[src/rtl/muldiv_sequencer.sv]
// rtl/muldiv_sequencer.sv - iterative RV32M multiply/divide unit with valid/ready handshakes
module muldiv_sequencer #(
    parameter int WIDTH = 32
) (
    input  logic             clock,
    input  logic             reset,
    input  logic             flush,
    input  logic             in_valid,
    output logic             in_ready,
    input  logic [2:0]       funct3,
    input  logic [WIDTH-1:0] in_a,
    input  logic [WIDTH-1:0] in_b,
    output logic             out_valid,
    input  logic             out_ready,
    output logic [WIDTH-1:0] out
);

    localparam int CW = $clog2(WIDTH);
    localparam logic [CW-1:0] CNT_LAST = CW'(WIDTH - 1);

    typedef enum logic [1:0] {
        S_IDLE  = 2'd0,
        S_CALC  = 2'd1,
        S_FIXUP = 2'd2,
        S_DONE  = 2'd3
    } state_t;

    state_t state_q, state_d;

    logic [2:0]         funct3_q;
    logic               sign_a_q, sign_b_q;
    logic [WIDTH-1:0]   a_mag_q, b_mag_q;
    logic [2*WIDTH-1:0] prod_q, prod_d;
    logic [WIDTH:0]     rem_q, rem_d;
    logic [CW-1:0]      cnt_q;
    logic [WIDTH-1:0]   out_q;

    logic               accept;
    logic               a_signed, b_signed;
    logic               sign_a, sign_b;
    logic [WIDTH-1:0]   a_mag, b_mag;
    logic               div_zero, div_ovf, special;
    logic [WIDTH-1:0]   special_res;
    logic [WIDTH:0]     div_shift, div_trial;
    logic               div_fits;
    logic [WIDTH:0]     mul_sum;
    logic [2*WIDTH-1:0] prod_s;
    logic [WIDTH-1:0]   quot_s, rem_s, fix_res;

    assign accept = in_valid && in_ready && !flush;

    // Operand decode at the accept edge
    always_comb begin
        a_signed    = (funct3 == 3'b001) || (funct3 == 3'b010) ||
                      (funct3 == 3'b100) || (funct3 == 3'b110);
        b_signed    = (funct3 == 3'b001) || (funct3 == 3'b100) || (funct3 == 3'b110);
        sign_a      = a_signed && in_a[WIDTH-1];
        sign_b      = b_signed && in_b[WIDTH-1];
        a_mag       = sign_a ? -in_a : in_a;
        b_mag       = sign_b ? -in_b : in_b;
        div_zero    = funct3[2] && (in_b == '0);
        div_ovf     = funct3[2] && !funct3[0] &&
                      (in_a == {1'b1, {(WIDTH-1){1'b0}}}) && (in_b == '1);
        special     = div_zero || div_ovf;
        special_res = '0;
        if (div_zero) begin
            special_res = funct3[1] ? in_a : '1;
        end else if (div_ovf) begin
            special_res = funct3[1] ? '0 : {1'b1, {(WIDTH-1){1'b0}}};
        end
    end

    // Shift-add multiply: the multiplier sits in the low half and drains out as the sum shifts in
    always_comb begin
        mul_sum = {1'b0, prod_q[2*WIDTH-1:WIDTH]} + (prod_q[0] ? {1'b0, a_mag_q} : '0);
        prod_d  = {mul_sum, prod_q[WIDTH-1:1]};
    end

    // Restoring divide: the dividend shifts out of prod_q's low half while quotient bits shift in
    always_comb begin
        div_shift = {rem_q[WIDTH-1:0], prod_q[WIDTH-1]};
        div_trial = div_shift - {1'b0, b_mag_q};
        div_fits  = rem_q[WIDTH] || !div_trial[WIDTH];
        rem_d     = div_fits ? div_trial : div_shift;
    end

    always_comb begin
        prod_s  = (sign_a_q ^ sign_b_q) ? -prod_q : prod_q;
        quot_s  = (sign_a_q ^ sign_b_q) ? -prod_q[WIDTH-1:0] : prod_q[WIDTH-1:0];
        rem_s   = sign_a_q ? -rem_q[WIDTH-1:0] : rem_q[WIDTH-1:0];
        fix_res = '0;
        case (funct3_q)
            3'b000:                 fix_res = prod_s[WIDTH-1:0];
            3'b001, 3'b010, 3'b011: fix_res = prod_s[2*WIDTH-1:WIDTH];
            3'b100, 3'b101:         fix_res = quot_s;
            default:                fix_res = rem_s;
        endcase
    end

    always_ff @(posedge clock) begin
        if (!reset) begin
            state_q <= S_IDLE;
        end else begin
            state_q <= state_d;
        end
    end

    always_comb begin
        state_d = state_q;
        case (state_q)
            S_IDLE:  if (accept) state_d = special ? S_DONE : S_CALC;
            S_CALC:  if (cnt_q == CNT_LAST) state_d = S_FIXUP;
            S_FIXUP: state_d = S_DONE;
            S_DONE:  if (out_ready) state_d = S_IDLE;
            default: state_d = S_IDLE;
        endcase
        if (flush) begin
            state_d = S_IDLE;
        end
    end

    always_comb begin
        in_ready  = (state_q == S_IDLE);
        out_valid = (state_q == S_DONE);
    end

    // A flushed operation must not disturb the held result, so datapath updates stall on flush
    always_ff @(posedge clock) begin
        if (!reset) begin
            funct3_q <= '0;
            sign_a_q <= 1'b0;
            sign_b_q <= 1'b0;
            a_mag_q  <= '0;
            b_mag_q  <= '0;
            prod_q   <= '0;
            rem_q    <= '0;
            cnt_q    <= '0;
            out_q    <= '0;
        end else if (!flush) begin
            case (state_q)
                S_IDLE: begin
                    if (accept) begin
                        funct3_q <= funct3;
                        sign_a_q <= sign_a;
                        sign_b_q <= sign_b;
                        a_mag_q  <= a_mag;
                        b_mag_q  <= b_mag;
                        prod_q   <= {{WIDTH{1'b0}}, (funct3[2] ? a_mag : b_mag)};
                        rem_q    <= '0;
                        cnt_q    <= '0;
                        if (special) begin
                            out_q <= special_res;
                        end
                    end
                end
                S_CALC: begin
                    cnt_q <= cnt_q + 1'b1;
                    if (funct3_q[2]) begin
                        rem_q  <= rem_d;
                        prod_q <= {{WIDTH{1'b0}}, prod_q[WIDTH-2:0], div_fits};
                    end else begin
                        prod_q <= prod_d;
                    end
                end
                S_FIXUP: out_q <= fix_res;
                default: ;
            endcase
        end
    end

    assign out = out_q;

endmodule

[config.mk]
export PLATFORM = sky130hd
export DESIGN_NAME = muldiv_sequencer
export DESIGN_NICKNAME = d
export VERILOG_FILES = /design/src/rtl/muldiv_sequencer.sv
export SDC_FILE = /design/constraint.sdc
export NUM_CORES = 1
export LEC_CHECK = 0
export CORE_MARGIN = 1
export CORE_UTILIZATION = 40
export CTS_BUF_LIST = sky130_fd_sc_hd__clkbuf_8
export CTS_CLUSTER_SIZE = 30
export DETAILED_ROUTE_END_ITERATION = 10
export GPL_ROUTABILITY_DRIVEN = 0
export PLACE_DENSITY = 0.68
export REMOVE_ABC_BUFFERS = 1
export SKIP_LAST_GASP = 1
export SYNTH_ARGS = -nofsm -noshare
export SYNTH_HDL_FRONTEND = slang
export SYNTH_SLANG_ARGS = --single-unit
[constraint.sdc]
create_clock -name clock -period 8.25 [get_ports clock]
set_input_delay 2.0625 -clock clock [delete_from_list [all_inputs] [get_ports clock]]
set_output_delay 2.0625 -clock clock [all_outputs]
set_load 0.005 [all_outputs]
After elaboration in Yosys (flattened, before gate mapping)
Cells that the tools add are included.
{"block": "classes", "muxes": 29, "shift": 0, "n_bitwise": 3, "n_div": 0, "n_eq_ne": 20, "n_addsub": 8, "n_mul": 0, "order_cmp": 0, "n_reduce_logical": 31}
{"op": "32-bit 2-to-1 mux", "count": 12}
{"op": "64-bit 2-to-1 mux", "count": 3}
{"op": "32-bit negation", "count": 4}
{"op": "64-bit case mux with 2 select lines", "count": 1}
{"op": "33-bit 2-to-1 mux", "count": 3}
{"op": "32-bit case mux with 3 select lines", "count": 1}
{"op": "33-bit case mux with 2 select lines", "count": 1}
{"op": "32-bit equality test (second input constant)", "count": 2}
{"op": "64-bit negation", "count": 1}
{"op": "32-bit case mux with 2 select lines", "count": 1}
{"op": "32-bit by 32-bit adder with 33-bit output", "count": 1}
{"op": "33-bit by 32-bit subtractor with 33-bit output", "count": 1}
{"op": "32-bit logical NOT", "count": 1}
{"op": "3-bit equality test (second input constant)", "count": 4}
{"op": "5-bit case mux with 2 select lines", "count": 1}
{"op": "3-bit by 2-bit equality test with 1-bit output (second input constant)", "count": 3}
{"op": "3-bit AND reduction", "count": 3}
{"op": "1-bit logical AND", "count": 8}
{"op": "2-bit 2-to-1 mux", "count": 4}
{"op": "2-bit case mux with 4 select lines", "count": 1}
{"op": "4-bit AND reduction", "count": 2}
{"op": "1-bit logical OR", "count": 7}
{"op": "3-bit by 1-bit equality test with 1-bit output (second input constant)", "count": 2}
{"op": "2-bit by 1-bit inequality test with 1-bit output (second input constant)", "count": 3}
{"op": "14 further kinds", "count": 21}
{"block": "word_totals", "memories": 0, "output_inout_bits": 34, "rom_bits": 0, "latchBits": 0, "word_cells": 101, "reg_bits": 205, "ramBits": 0, "in_bits": 72}

Logic depth before layout (Yosys ltp)
{"block": "logic_depth", "ltp_word": 9, "ltp_mapped": 14, "depth_no_buf": 13}

Worst setup path before layout
No wires, ideal clock.
{"block": "synth_timing", "path_kind": "input to register", "start": "in in_b[0]", "end": "reg out_q[17], in the netlist out[17]", "t_required_ns": 8.174, "n_path_buf": 1, "setup_ns": 0.076, "slack_ns": 3.681, "cell_stages": 12, "t_arrival_ns": 4.493, "path_cell_list": "inv_1 -> ha_1 -> or4b_2 -> nor3_2 -> and3_1 -> nand3_1 -> o21ai_1 -> nand2_1 -> o31ai_1 -> clkbuf_1 -> o211ai_1 -> o22ai_1"}
{"block": "synth_via", "elab_chain_len": 7, "word_cells_on_any_way": 12, "cone_classes": "eq/ne: 2; mux: 5; reduce/logical: 5"}
{"item": "start: declaration", "line_no": "12", "text": "input logic [WIDTH-1:0] in_b,"}
{"item": "32-bit equality test", "line_no": "63", "text": "(in_a == {1'b1, {(WIDTH-1){1'b0}}}) && (in_b == '1);"}
{"item": "1-bit logical AND", "line_no": "63"}
{"item": "32-bit 2-to-1 mux", "line_no": "68", "text": "end else if (div_ovf) begin"}
{"item": "32-bit 2-to-1 mux", "line_no": "66", "text": "if (div_zero) begin"}
{"item": "32-bit 2-to-1 mux", "line_no": "151", "text": "if (special) begin"}
{"item": "32-bit 2-to-1 mux", "line_no": "142", "text": "if (accept) begin"}
{"item": "32-bit case mux with 2 select lines", "line_no": "140", "text": "case (state_q)"}
{"item": "end signal: assignment", "line_no": "152", "text": "out_q <= special_res;"}
{"item": "end signal: assignment", "line_no": "165", "text": "S_FIXUP: out_q <= fix_res;"}
{"item": "end: declaration", "line_no": "36", "text": "logic [WIDTH-1:0] out_q;"}
Parallel ways exist; a longest one is shown, timed or not. The select of a mux whose other input is x is not followed.
A chain may end at the register's enable or synchronous reset.

Final worst setup path
{"block": "layout_timing", "start": "in in_b[0]", "end": "reg out_q[6], in the netlist out[6]"}
Same word-level chain as after synthesis.

==> impl_metrics.yaml <==
logic_synthesis:
  ys_warn_count: 0
  synth_edf_count: 0
  synthAdderAreaFrac_pct: 6.004
  synth-xor-area-share_pct: 10.70
  synth_compound_gate_area_share_pct: 27.07
  synth_commonest_cells: "nor2_1 (234), nand2_1 (214), dfxtp_1 (205), o21ai_0 (187), a21oi_1 (160)"
  synthCells: 2207
  synth.largest_area_cell: "dfxtp_1"
  synthFlopType: "dfxtp_1"
  synth.area.mux_share_pct: 4.799
  synth_area_leaders: "dfxtp_1 (25%), ha_1 (5.8%), o21ai_0 (5.7%)"
  synth_top_family_by_area: "compound AO/OA/AOI/OAI gates"
  avgSynthCellArea_um2: 7.384
  yosysSeqAreaShare_pct: 25.18
  synth_area_um2: 16300
  synth-simple-area-share_pct: 20.95
  ys_seq_elements: 205
  async_reset_ff_share_pct: 0
  yosysMostFrequentCell: "nor2_1"
  ys_types: 77
  synth.top_cell.area_share_pct: 25.18
final_layout:
  seqCellArea_um2: 4105
  final_core_util_pct: 46.30
  fin_cells: 2796
  stdcell_area_um2: 18480
  nFillCells: 3944
  area_growth_pct: 13.41
  fin_nets: 2393
  final_layout_size_suffix_gt1_share_pct: 5.240
  n_antenna_cell: 0
  multiInputGateArea_um2: 11370
clocking:
  cts_resized: 0
  clkTransAtPathRegs_ns: 0.06
  root_buffer: "clkbuf_8"
  cts_max_level: 2
  worstSkewPairLatency_ns: 0.57
  cts_tree: "yes"
  postCtsSetupBuffers: 0
  cts_sinks: 205
  clock_path_buffers: 3
  cts_hold_buf: 0
  cts_buffers: 41
critical_path:
  path_class: "input port to flop"
  critPathSlowestCell: "or4b_2"
  start_kind: "input port"
  crit_family: "simple AND/OR/NAND/NOR gates"
  path_buf_inv: 4
  endpoint_kind: "flop"
  path_common_cell: "buf_4"
  crit_arrival_ns: 6.21
  slowest_delay_ns: 0.75
  required_ns: 8.66
  cp_max_fo: 64
  crit_chain: "clkdlybuf4s50_1 -> inv_1 -> ha_1 -> or4b_2 -> nor3_2 -> buf_4 -> and3_1 -> nand3_1 -> o21ai_1 -> nand2_1 -> o31ai_4 -> buf_4 -> mux2i_1 -> o21ai_0"
detailed_routing:
  drt_iter0_drc: 1934
  wl_um: 59030
  drcViolationCount: 0
  via_count: 17320
  first_pass_iters: 6
  via_per_inst: 6.193
  ant_nets: 0
  wl_per_cell_um: 21.11
floorplanning:
  initial_utilization_pct: 40.83
  die_area_um2: 41550
  core_area_um2: 39910
  fp-row-count: 73
  ioPinCount: 106
  die_y_um: 203.8
  die_w_um: 203.8
power_and_ir_drop:
  intPower_uw: 1800
  leakage_uw: 0.006840
  pwr-share-seq_pct: 39.8
  power_frac_comb_pct: 22.3
  ir_worst_vdd_v: 0.00008245
  p_sw_share_pct: 32.92
  p_clk_share_pct: 37.9
  p_sw_uw: 883.0
  powerDensity_nw_per_um2: 145.2
global_routing:
  grt_antenna_before_repair: 0
  grt_max_degree: 87
  first_global_vias: 15970
  grt_pass1_wl_um: 89780
  grt_overflow: 0
  track_usage_pct: 27.64
placed_design:
  io_buffers: 105
  placed_area_um2: 17700
  dp.cells: 2726
  dp_hpwl_um: 44370
sta:
  finalCritPeriodShare_pct: 70.27
  hold_viol: 0
  max_freq_ghz: 0.1725
  relSlewSlack_pct: 15.62
  rsz0062_at_grt: "no"
  hold_ws_ns: 0.4619
  clock_skew_ns: 0.03056
  worstMarginPinSlew_ns: 1.261
  finalMaxSlewViolations: 0
  setup_viol: 0
  layout_min_cycle_time_ns: 5.797
run_status:
  status: "finished, final reports clean"
job:
  cap_violations: 0
worst_hold_path:
  hold_class: "flop to flop"
## routing by layer
layer / up-vias / global-route usage (%) / wire (um) / part of all wire, %
met5: - / 0 / 0 / 0
met4: 0 / 14.66 / 3230 / 5.5
met3: 201 / 4.799 / 5382 / 9.1
met2: 919 / 42.19 / 25500 / 43
met1: 8124 / 37.01 / 24920 / 42
li1: 8073 / - / - / -
## path summary, 6_finish.rpt
check	cells after the start	from	slack [ns]	to
hold / removal	2	b_mag_q[16]$_SDFFE_PN0P_	0.46	b_mag_q[16]$_SDFFE_PN0P_
setup reg to reg	12	prod_q[31]$_SDFFE_PN0P_	3.64	rem_q[1]$_SDFFE_PN0P_
hold reg to reg	2	b_mag_q[16]$_SDFFE_PN0P_	0.46	b_mag_q[16]$_SDFFE_PN0P_
setup / recovery	14	in_b[0]	2.45	out[6]$_SDFFE_PN0P_
## power by group through the flow
stage               combinational, uW  sequential (uW)  clock, uW
floorplan                         371             1080          0
global route                      637             1070       1080
finish                            598             1070       1020
detailed placement                579             1090          0
global placement                  571             1080          0
CTS                               582             1070       1030
## placed cells by master, fill, tap and decap left out, drive strengths merged, types with 5 or more instances in the layout
master         count
ha                75
inv               98
o31ai             30
nor2b             11
nor4              24
o22ai             23
o211ai            22
o21a              19
and4               6
a31oi             55
a22oi             10
clkbuf            51
nand2b            13
or3               22
xnor2            106
clkdlybuf4s50    104
a211oi            84
a21oi            161
and3              16
nor3              46
nand3             43
o41ai             20
a21o              20
o21ai            190
nor2             234
dfxtp            205
or4               20
a41oi              5
a211o              5
nand4             19
nand2            214
a311oi             7
mux2i             68
mux2               9
buf               29
xor2              93
or2                5
o221ai             8
and2              44
## logic make-up after synthesis
kind of cell,after synthesis
compound gates,700
xor+xnor,199
fa+ha+maj,77
buf+inv,222
flops,205
mux,77
simple gates,727
## layout make-up
cell class	instances	share of cell area [%]
Multi-Input combinational cell	1780	61.53
Sequential cell	205	22.21
Timing Repair Buffer	133	6.797
Clock buffer	51	3.798
Tap cell	525	3.554
Inverter	83	1.693
Clock inverter	19	0.4197
## per-stage QoR
stage	TNS (ns)	setup slack (ns)	total power (uW)
after global routing	0	2.286	2784
final	0	2.453	2683
after CTS	0	2.582	2679
after global placement	0	2.186	1655
after floorplan	-327.35	-4.844	1452
after detailed placement	0	2.005	1665
## flip-flops by register name, summed over array words and instances (netlist names)
| name | flops |
|---|---|
| funct3_q | 3 |
| cnt_q | 5 |
| state_q | 2 |
| a_mag_q | 32 |
| sign_b_q | 1 |
| sign_a_q | 1 |
| rem_q | 33 |
| out | 32 |
| b_mag_q | 32 |
| prod_q | 64 |
## tightest hold or removal path: cells and delay by family (launching register included)
| family | cells | cell delay [ns] |
|---|---|---|
| compound gates | 1 | 0.05 |
| flops | 1 | 0.31 |
| simple gates | 1 | 0.05 |
(Power assumes the default switching activity.)
